[src/rtl/spi_master_tx_pkg.sv]
// spi_master_tx_pkg: shared definitions for the SPI mode-0 transmitter.
//   - FSM state encoding
//   - RGBW command frame byte order and length
//   - SPI mode constants (CPOL=0, CPHA=0)
//   - max4(): sizes the shared phase counter from the timing parameters
package spi_master_tx_pkg;

  typedef enum logic [2:0] {
    ST_IDLE     = 3'd0,
    ST_SETUP    = 3'd1,
    ST_SHIFT_LO = 3'd2,
    ST_SHIFT_HI = 3'd3,
    ST_BYTE_END = 3'd4,
    ST_HOLD     = 3'd5,
    ST_GAP      = 3'd6
  } state_e;

  // RGBW command frame layout (the transmitter itself is content-agnostic)
  localparam int IDX_MODE     = 0;
  localparam int IDX_LINT     = 1;
  localparam int IDX_RED      = 2;
  localparam int IDX_GREEN    = 3;
  localparam int IDX_BLUE     = 4;
  localparam int IDX_WHITE    = 5;
  localparam int IDX_COLORIDX = 6;
  localparam int FRAME_LEN    = 7;

  // SPI mode 0: sck idles low, receiver samples on the rising edge
  localparam logic SPI_CPOL = 1'b0;
  localparam logic SPI_CPHA = 1'b0;

  function automatic int max4(input int a, input int b, input int c, input int d);
    int m;
    m = a;
    if (b > m) m = b;
    if (c > m) m = c;
    if (d > m) m = d;
    return m;
  endfunction

endpackage

[src/rtl/spi_master_tx_if.sv]
// spi_master_tx_if: byte stream in + SPI pins/status out of the transmitter.
//   tx_data/tx_valid/tx_last -> into transmitter, tx_ready <- back upstream
//   sck/mosi/cs              -> SPI bus (mode 0, cs active low)
//   busy/frame_done          -> frame status
// master modport: the transmitter. slave modport: the upstream/observer side.
interface spi_master_tx_if;
  logic [7:0] tx_data;
  logic       tx_valid;
  logic       tx_last;
  logic       tx_ready;
  logic       sck;
  logic       mosi;
  logic       cs;
  logic       busy;
  logic       frame_done;

  modport master (
    input  tx_data, tx_valid, tx_last,
    output tx_ready, sck, mosi, cs, busy, frame_done
  );

  modport slave (
    output tx_data, tx_valid, tx_last,
    input  tx_ready, sck, mosi, cs, busy, frame_done
  );
endinterface

[src/rtl/spi_master_tx_timer.sv]
// spi_master_tx_timer: loadable down-counter shared by all timed phases.
//   clk, reset   : clock, synchronous active-low reset
//   load_i       : load load_val_i (phase length - 1) on state entry
//   load_val_i   : value to load
//   tc_o         : terminal count, high while the count is zero
// A phase of L cycles loads L-1, so tc_o is seen on the L-th cycle in the phase.
module spi_master_tx_timer #(
  parameter int CW = 3
) (
  input  logic          clk,
  input  logic          reset,
  input  logic          load_i,
  input  logic [CW-1:0] load_val_i,
  output logic          tc_o
);

  logic [CW-1:0] cnt_q, cnt_d;

  always_comb begin
    cnt_d = cnt_q;
    if (load_i)             cnt_d = load_val_i;
    else if (cnt_q != '0)   cnt_d = cnt_q - CW'(1);
  end

  always_ff @(posedge clk) begin
    if (!reset) cnt_q <= '0;
    else        cnt_q <= cnt_d;
  end

  assign tc_o = (cnt_q == '0);

endmodule

[src/rtl/spi_master_tx.sv]
// spi_master_tx: SPI mode-0 master transmitter.
//   clk, reset : clock, synchronous active-low reset
//   bus        : spi_master_tx_if.master
//     tx_data/tx_valid/tx_last in, tx_ready out (combinational)
//     sck/mosi/cs, busy, frame_done out (registered)
// Bytes go out MSB first under one cs-low window per frame; tx_last closes
// the frame. Between bytes the block waits in BYTE_END (sck low, cs low)
// for as long as upstream takes to supply the next byte.
module spi_master_tx
  import spi_master_tx_pkg::*;
#(
  parameter int DIV_HALF  = 4,
  parameter int SETUP_CYC = 2,
  parameter int HOLD_CYC  = 2,
  parameter int GAP_CYC   = 4
) (
  input  logic            clk,
  input  logic            reset,
  spi_master_tx_if.master bus
);

  localparam int CW = $clog2(max4(DIV_HALF, SETUP_CYC, HOLD_CYC, GAP_CYC) + 1);
  localparam logic [CW-1:0] LD_DIV   = CW'(DIV_HALF - 1);
  localparam logic [CW-1:0] LD_SETUP = CW'(SETUP_CYC - 1);
  localparam logic [CW-1:0] LD_HOLD  = CW'(HOLD_CYC - 1);
  localparam logic [CW-1:0] LD_GAP   = CW'(GAP_CYC - 1);

  state_e        state_q, state_d;
  logic [6:0]    shreg_q, shreg_d;   // bits still to send after the one on mosi
  logic          last_q, last_d;
  logic [2:0]    bit_q, bit_d;
  logic          sck_q, sck_d;
  logic          mosi_q, mosi_d;
  logic          cs_q, cs_d;
  logic          busy_q, busy_d;
  logic          done_q, done_d;

  logic          tmr_load, tmr_tc;
  logic [CW-1:0] tmr_val;
  logic          tx_ready;
  logic          accept;

  spi_master_tx_timer #(.CW(CW)) u_timer (
    .clk        (clk),
    .reset      (reset),
    .load_i     (tmr_load),
    .load_val_i (tmr_val),
    .tc_o       (tmr_tc)
  );

  assign tx_ready = ((state_q == ST_IDLE) || (state_q == ST_BYTE_END)) && reset;
  assign accept   = bus.tx_valid && tx_ready;

  always_comb begin
    state_d  = state_q;
    shreg_d  = shreg_q;
    last_d   = last_q;
    bit_d    = bit_q;
    sck_d    = sck_q;
    mosi_d   = mosi_q;
    cs_d     = cs_q;
    busy_d   = busy_q;
    done_d   = 1'b0;
    tmr_load = 1'b0;
    tmr_val  = '0;

    unique case (state_q)
      ST_IDLE: begin
        if (accept) begin
          shreg_d  = bus.tx_data[6:0];
          last_d   = bus.tx_last;
          bit_d    = 3'd0;
          mosi_d   = bus.tx_data[7];
          cs_d     = 1'b0;
          busy_d   = 1'b1;
          state_d  = ST_SETUP;
          tmr_load = 1'b1;
          tmr_val  = LD_SETUP;
        end
      end
      ST_SETUP: begin
        if (tmr_tc) begin
          state_d  = ST_SHIFT_LO;
          tmr_load = 1'b1;
          tmr_val  = LD_DIV;
        end
      end
      ST_SHIFT_LO: begin
        if (tmr_tc) begin
          sck_d    = 1'b1;
          state_d  = ST_SHIFT_HI;
          tmr_load = 1'b1;
          tmr_val  = LD_DIV;
        end
      end
      ST_SHIFT_HI: begin
        if (tmr_tc) begin
          sck_d = 1'b0;
          if (bit_q != 3'd7) begin
            // next bit goes out on the falling edge, a half period before the rise
            mosi_d   = shreg_q[6];
            shreg_d  = {shreg_q[5:0], 1'b0};
            bit_d    = bit_q + 3'd1;
            state_d  = ST_SHIFT_LO;
            tmr_load = 1'b1;
            tmr_val  = LD_DIV;
          end else begin
            state_d = ST_BYTE_END;
          end
        end
      end
      ST_BYTE_END: begin
        if (last_q) begin
          // frame is closing: a handshake here is deliberately dropped
          state_d  = ST_HOLD;
          tmr_load = 1'b1;
          tmr_val  = LD_HOLD;
        end else if (accept) begin
          shreg_d  = bus.tx_data[6:0];
          last_d   = bus.tx_last;
          bit_d    = 3'd0;
          mosi_d   = bus.tx_data[7];
          state_d  = ST_SHIFT_LO;
          tmr_load = 1'b1;
          tmr_val  = LD_DIV;
        end
      end
      ST_HOLD: begin
        if (tmr_tc) begin
          cs_d     = 1'b1;
          state_d  = ST_GAP;
          tmr_load = 1'b1;
          tmr_val  = LD_GAP;
        end
      end
      ST_GAP: begin
        if (tmr_tc) begin
          done_d  = 1'b1;
          busy_d  = 1'b0;
          state_d = ST_IDLE;
        end
      end
      default: state_d = ST_IDLE;
    endcase
  end

  always_ff @(posedge clk) begin
    if (!reset) begin
      state_q <= ST_IDLE;
      shreg_q <= '0;
      last_q  <= 1'b0;
      bit_q   <= 3'd0;
      sck_q   <= SPI_CPOL;
      mosi_q  <= 1'b0;
      cs_q    <= 1'b1;
      busy_q  <= 1'b0;
      done_q  <= 1'b0;
    end else begin
      state_q <= state_d;
      shreg_q <= shreg_d;
      last_q  <= last_d;
      bit_q   <= bit_d;
      sck_q   <= sck_d;
      mosi_q  <= mosi_d;
      cs_q    <= cs_d;
      busy_q  <= busy_d;
      done_q  <= done_d;
    end
  end

  assign bus.tx_ready   = tx_ready;
  assign bus.sck        = sck_q;
  assign bus.mosi       = mosi_q;
  assign bus.cs         = cs_q;
  assign bus.busy       = busy_q;
  assign bus.frame_done = done_q;

endmodule

[src/flat_wrapper.sv]
// flat-port wrapper written by rule: the top's interface ports become plain ports
module spi_master_tx_flat import spi_master_tx_pkg::*;
#(
  parameter int DIV_HALF  = 4,
  parameter int SETUP_CYC = 2,
  parameter int HOLD_CYC  = 2,
  parameter int GAP_CYC   = 4
)
  (clk, reset, bus_tx_data, bus_tx_valid, bus_tx_last, bus_tx_ready, bus_sck, bus_mosi, bus_cs, bus_busy, bus_frame_done);
  spi_master_tx_if bus_i ();
  input  logic clk;
  input  logic reset;
  input wire logic [$bits(bus_i.tx_data)-1:0] bus_tx_data;
  input wire logic [$bits(bus_i.tx_valid)-1:0] bus_tx_valid;
  input wire logic [$bits(bus_i.tx_last)-1:0] bus_tx_last;
  output wire logic [$bits(bus_i.tx_ready)-1:0] bus_tx_ready;
  output wire logic [$bits(bus_i.sck)-1:0] bus_sck;
  output wire logic [$bits(bus_i.mosi)-1:0] bus_mosi;
  output wire logic [$bits(bus_i.cs)-1:0] bus_cs;
  output wire logic [$bits(bus_i.busy)-1:0] bus_busy;
  output wire logic [$bits(bus_i.frame_done)-1:0] bus_frame_done;
  assign bus_i.tx_data = bus_tx_data;
  assign bus_i.tx_valid = bus_tx_valid;
  assign bus_i.tx_last = bus_tx_last;
  assign bus_tx_ready = bus_i.tx_ready;
  assign bus_sck = bus_i.sck;
  assign bus_mosi = bus_i.mosi;
  assign bus_cs = bus_i.cs;
  assign bus_busy = bus_i.busy;
  assign bus_frame_done = bus_i.frame_done;
  spi_master_tx #(.DIV_HALF(DIV_HALF), .SETUP_CYC(SETUP_CYC), .HOLD_CYC(HOLD_CYC), .GAP_CYC(GAP_CYC)) u_core (.clk(clk), .reset(reset), .bus(bus_i));
endmodule
[config.mk]
export PLATFORM = sky130hd
export DESIGN_NAME = spi_master_tx_flat
export DESIGN_NICKNAME = d
export VERILOG_FILES = /design/src/rtl/spi_master_tx_pkg.sv /design/src/rtl/spi_master_tx_if.sv /design/src/rtl/spi_master_tx_timer.sv /design/src/rtl/spi_master_tx.sv /design/src/flat_wrapper.sv
export SDC_FILE = /design/constraint.sdc
export NUM_CORES = 1
export LEC_CHECK = 0
export CORE_ASPECT_RATIO = 0.6
export CORE_MARGIN = 3
export CORE_UTILIZATION = 30
export CTS_CLUSTER_DIAMETER = 30
export DETAILED_ROUTE_END_ITERATION = 8
export SYNTH_ARGS = -nofsm -noshare
export SYNTH_HDL_FRONTEND = slang
export SYNTH_SLANG_ARGS = --single-unit
[constraint.sdc]
create_clock -name clk -period 4.5 [get_ports clk]
set_input_delay 0.45 -clock clk [delete_from_list [all_inputs] [get_ports clk]]
set_output_delay 0.45 -clock clk [all_outputs]
set_load 0.01 [all_outputs]
==> results.md <==
* Largest family of logic cells by synthesized area: compound AO/OA/AOI/OAI gates
* Post-Syn Area per Cell at between 8 and 9 µm²
* First-pass GRT wire length at 4400 µm
* Post-synthesis cell count at 133
* Worst Setup End Kind: output pin
* Ports at 18
* Hold path start: u_core.bit_q[1]
* Fill cells at 353
* Non-filler cells, final at around 190
* Sequential-to-total area share from yosys stat at 38.3%
* Final setup TNS at 0 ns
* Final Skew at about 0.0057 ns
* RSZ-0062 raised after global routing: false
* Die W at approximately 86 µm
* Vias at about 1000
* VDD IR-drop max at ~0.28 mV
* Synth top area share at 38.3%
* Hold Vio Cnt, Final at 0
* Initial antenna violation count at 0
* Largest area contributor in the netlist: dfxtp_1
* Pleak at ~0.00054 µW
* Largest cells by area after synthesis: dfxtp_1, a21oi_1, mux2i_1, a211oi_1, ha_1
* Total CTS buffers at 3
* Clock latency on the worst-skew pair at 0.26 ns
* Reg area at about 440 µm²
* Status: complete, no violations
* Gr usage total at 12.2%
* Hold path depth at 2
* Placed insts at roughly 190
* DRT iter0 DRCs at 55
* Worst min path class: reg -> reg
* Ant. Diodes at 0
* Required @ worst endpoint at between 4 and 5 ns
* Final setup viols at 0
* PortBufs at 17
* Largest net degree at the start of global routing at 17
* Synth warn at 0
* WL/cell at ~14 µm
* Final #Nets at roughly 160
* R2r setup slk at 2.07 ns
* Drt pass-1 iters at 4
* Number of library cell types mapped by synthesis at 37
* CTS tree: yes
* R2r endpoint: u_core.shreg_q[1]
* Post-Route WL at 2620 µm
* Post-CTS setup buffers at 0
* Hold buffers post-CTS at 0
* Root buf cell: clkbuf_8
* Hold Path Sink: u_core.bit_q[1]
* Worst Path Max Fanout at 16
* Period utilisation layout at just over 60%
* DIE AREA at 4640 µm²
* Antenna Nets Post-Route at 0
* Post-synth net total at 149
* # rows at 16
* Commonest non-fill, non-tap cell in the layout: dfxtp_1
* Final slew viol count at 0
* Max clock buf depth at 2
* Simple-Gate Fraction of Synth Area at between 20% and 30%
* Routability cong. at 0.784
* Mapped cell area at 1150 µm²
* Slew @ Worst Pin at 0.641 ns
* GR Overflow Total at 0
* Startpoint Class: primary input
* Starting Density at between 30% and 40%
* Max frequency at 363 MHz
* Post-Synth Adder-Cell Area at 4.35%
* CTS resizes at 0
* Power Dens Cells at 542 nW/µm²
* Synth Area in XOR/XNOR at less than 1%
* Via/cell ratio at 5.16
* Most frequent cells in the layout: dfxtp_1, a21oi_1, clkdlybuf4s50_1
* Slew headroom at 57.1%
* Mux contribution to synthesized area at 6.96%
* Clk slew on worst S/H paths at 0.08 ns
* Core ar. at 3460 µm²
* MaxCap Viol Count at 0
* Vias in the first global route at a little over 900
* CTS sink count at 22
* Register bit count reported by yosys at 22
* Die H at ~54 µm
* WP data arrival at 2.30 ns
* RR Startpoint: u_core.state_q[1]
* Synthesis-to-finish area growth at 20.0%
* Crit path time final at 2.75 ns
* Reg2reg path depth at 4
* DRC violation count after routing at 0
* Multi-input gate area at 636 µm²
* Htree depth at 1
* Layout cell share with drive strength beyond 1 at 5.48%
* Synth Area in Compound Gates at 23.2%
* Post-DP HPWL at 1890 µm
* CP Class: in -> out
-- routing by layer --
metal	part of all wire [%]	vias to the layer above	track usage (%)
met3	5.5	2	4.28
met4	0.38	0	1.84
met1	52	453	17.0
li1	-	506	-
met2	42	25	18.5
met5	0	-	0
-- worst max-delay path, stage by stage --
cell and delay [ns]:
clkdlybuf4s50_1 0.74, inv_1 0.38, nor2_1 0.19, clkdlybuf4s50_1 0.54
-- area by class of cell --
type	count	share of cell area, %
well taps	45	4.08
repair buffers	17	12.3
flip-flops and latches	22	31.9
multi-input cells	97	46.1
inverters	6	1.63
clock buffers	4	3.99
-- flip-flops by register name, indices dropped and copies added, names as in the netlist --
register	count
u_core.shreg_q	7
u_core.bit_q	3
u_core.state_q	3
u_core.u_timer.cnt_q	3
u_core.bus.busy	1
u_core.bus.cs	1
u_core.bus.frame_done	1
u_core.bus.mosi	1
u_core.bus.sck	1
u_core.last_q	1
-- through the flow --
stage / instance area, µm² / total power, µW / setup WS (ns) / utilization [%] / hold slack, ns
detailed placement: 1330 / 605 / 1.76 / 38.3 / 0.455
floorplan: 1150 / 535 / 2.81 / - / 0.428
CTS: 1380 / 749 / 1.76 / 39.8 / 0.466
global placement: 1330 / 598 / 1.79 / 38.3 / 0.441
global route: 1380 / 808 / 1.64 / 39.8 / 0.488
finish: 1380 / 748 / 1.75 / 39.8 / 0.467
-- cells by family after synthesis --
logic type      Yosys count
compound gates           42
simple gates             42
flops                    22
buf+inv                  14
mux                       8
fa+ha+maj                 4
xor+xnor                  1
-- synth_stat cells --
cell type and number:
a211oi_1 8, a21oi_1 17, a22oi_1 1, a311oi_1 1, and2_1 1, and3_1 1, buf_2 2, buf_4 1
buf_6 2, clkbuf_1 3, dfxtp_1 22, ha_1 4, inv_1 6, mux2i_1 8, nand2_1 10, nand2b_1 3
nand3_1 5, nand3_2 1, nand3b_1 1, nand4_1 2, nand4bb_1 1, nor2_1 7, nor2b_1 1, nor2b_4 1
nor3_1 3, nor4_1 1, nor4b_1 1, o211a_1 1, o21a_1 1, o21ai_0 7, o21ai_1 3, o31a_1 1
o31ai_1 1, o31ai_4 1, or2_2 1, or3_1 2, xnor2_1 1
-- worst max path at each step --
stage                        end  slack (ns)  cells past startpoint  startpoint
global route        bus_tx_ready        1.64                      4       reset
floorplan           bus_tx_ready        2.81                      4       reset
global placement    bus_tx_ready        1.79                      4       reset
detailed placement  bus_tx_ready        1.76                      4       reset
finish              bus_tx_ready        1.75                      4       reset
CTS                 bus_tx_ready        1.76                      4       reset
-- report_power, final --
group / leakage, µW / switching [µW] / internal, µW / total [µW]
Sequential: 0.000180 / 50.3 / 243 / 294
Clock: 0.0000288 / 64.4 / 78.0 / 142
Combinational: 0.000330 / 172 / 140 / 312
Total: 0.000539 / 287 / 461 / 748
(Power assumes the default switching activity.)
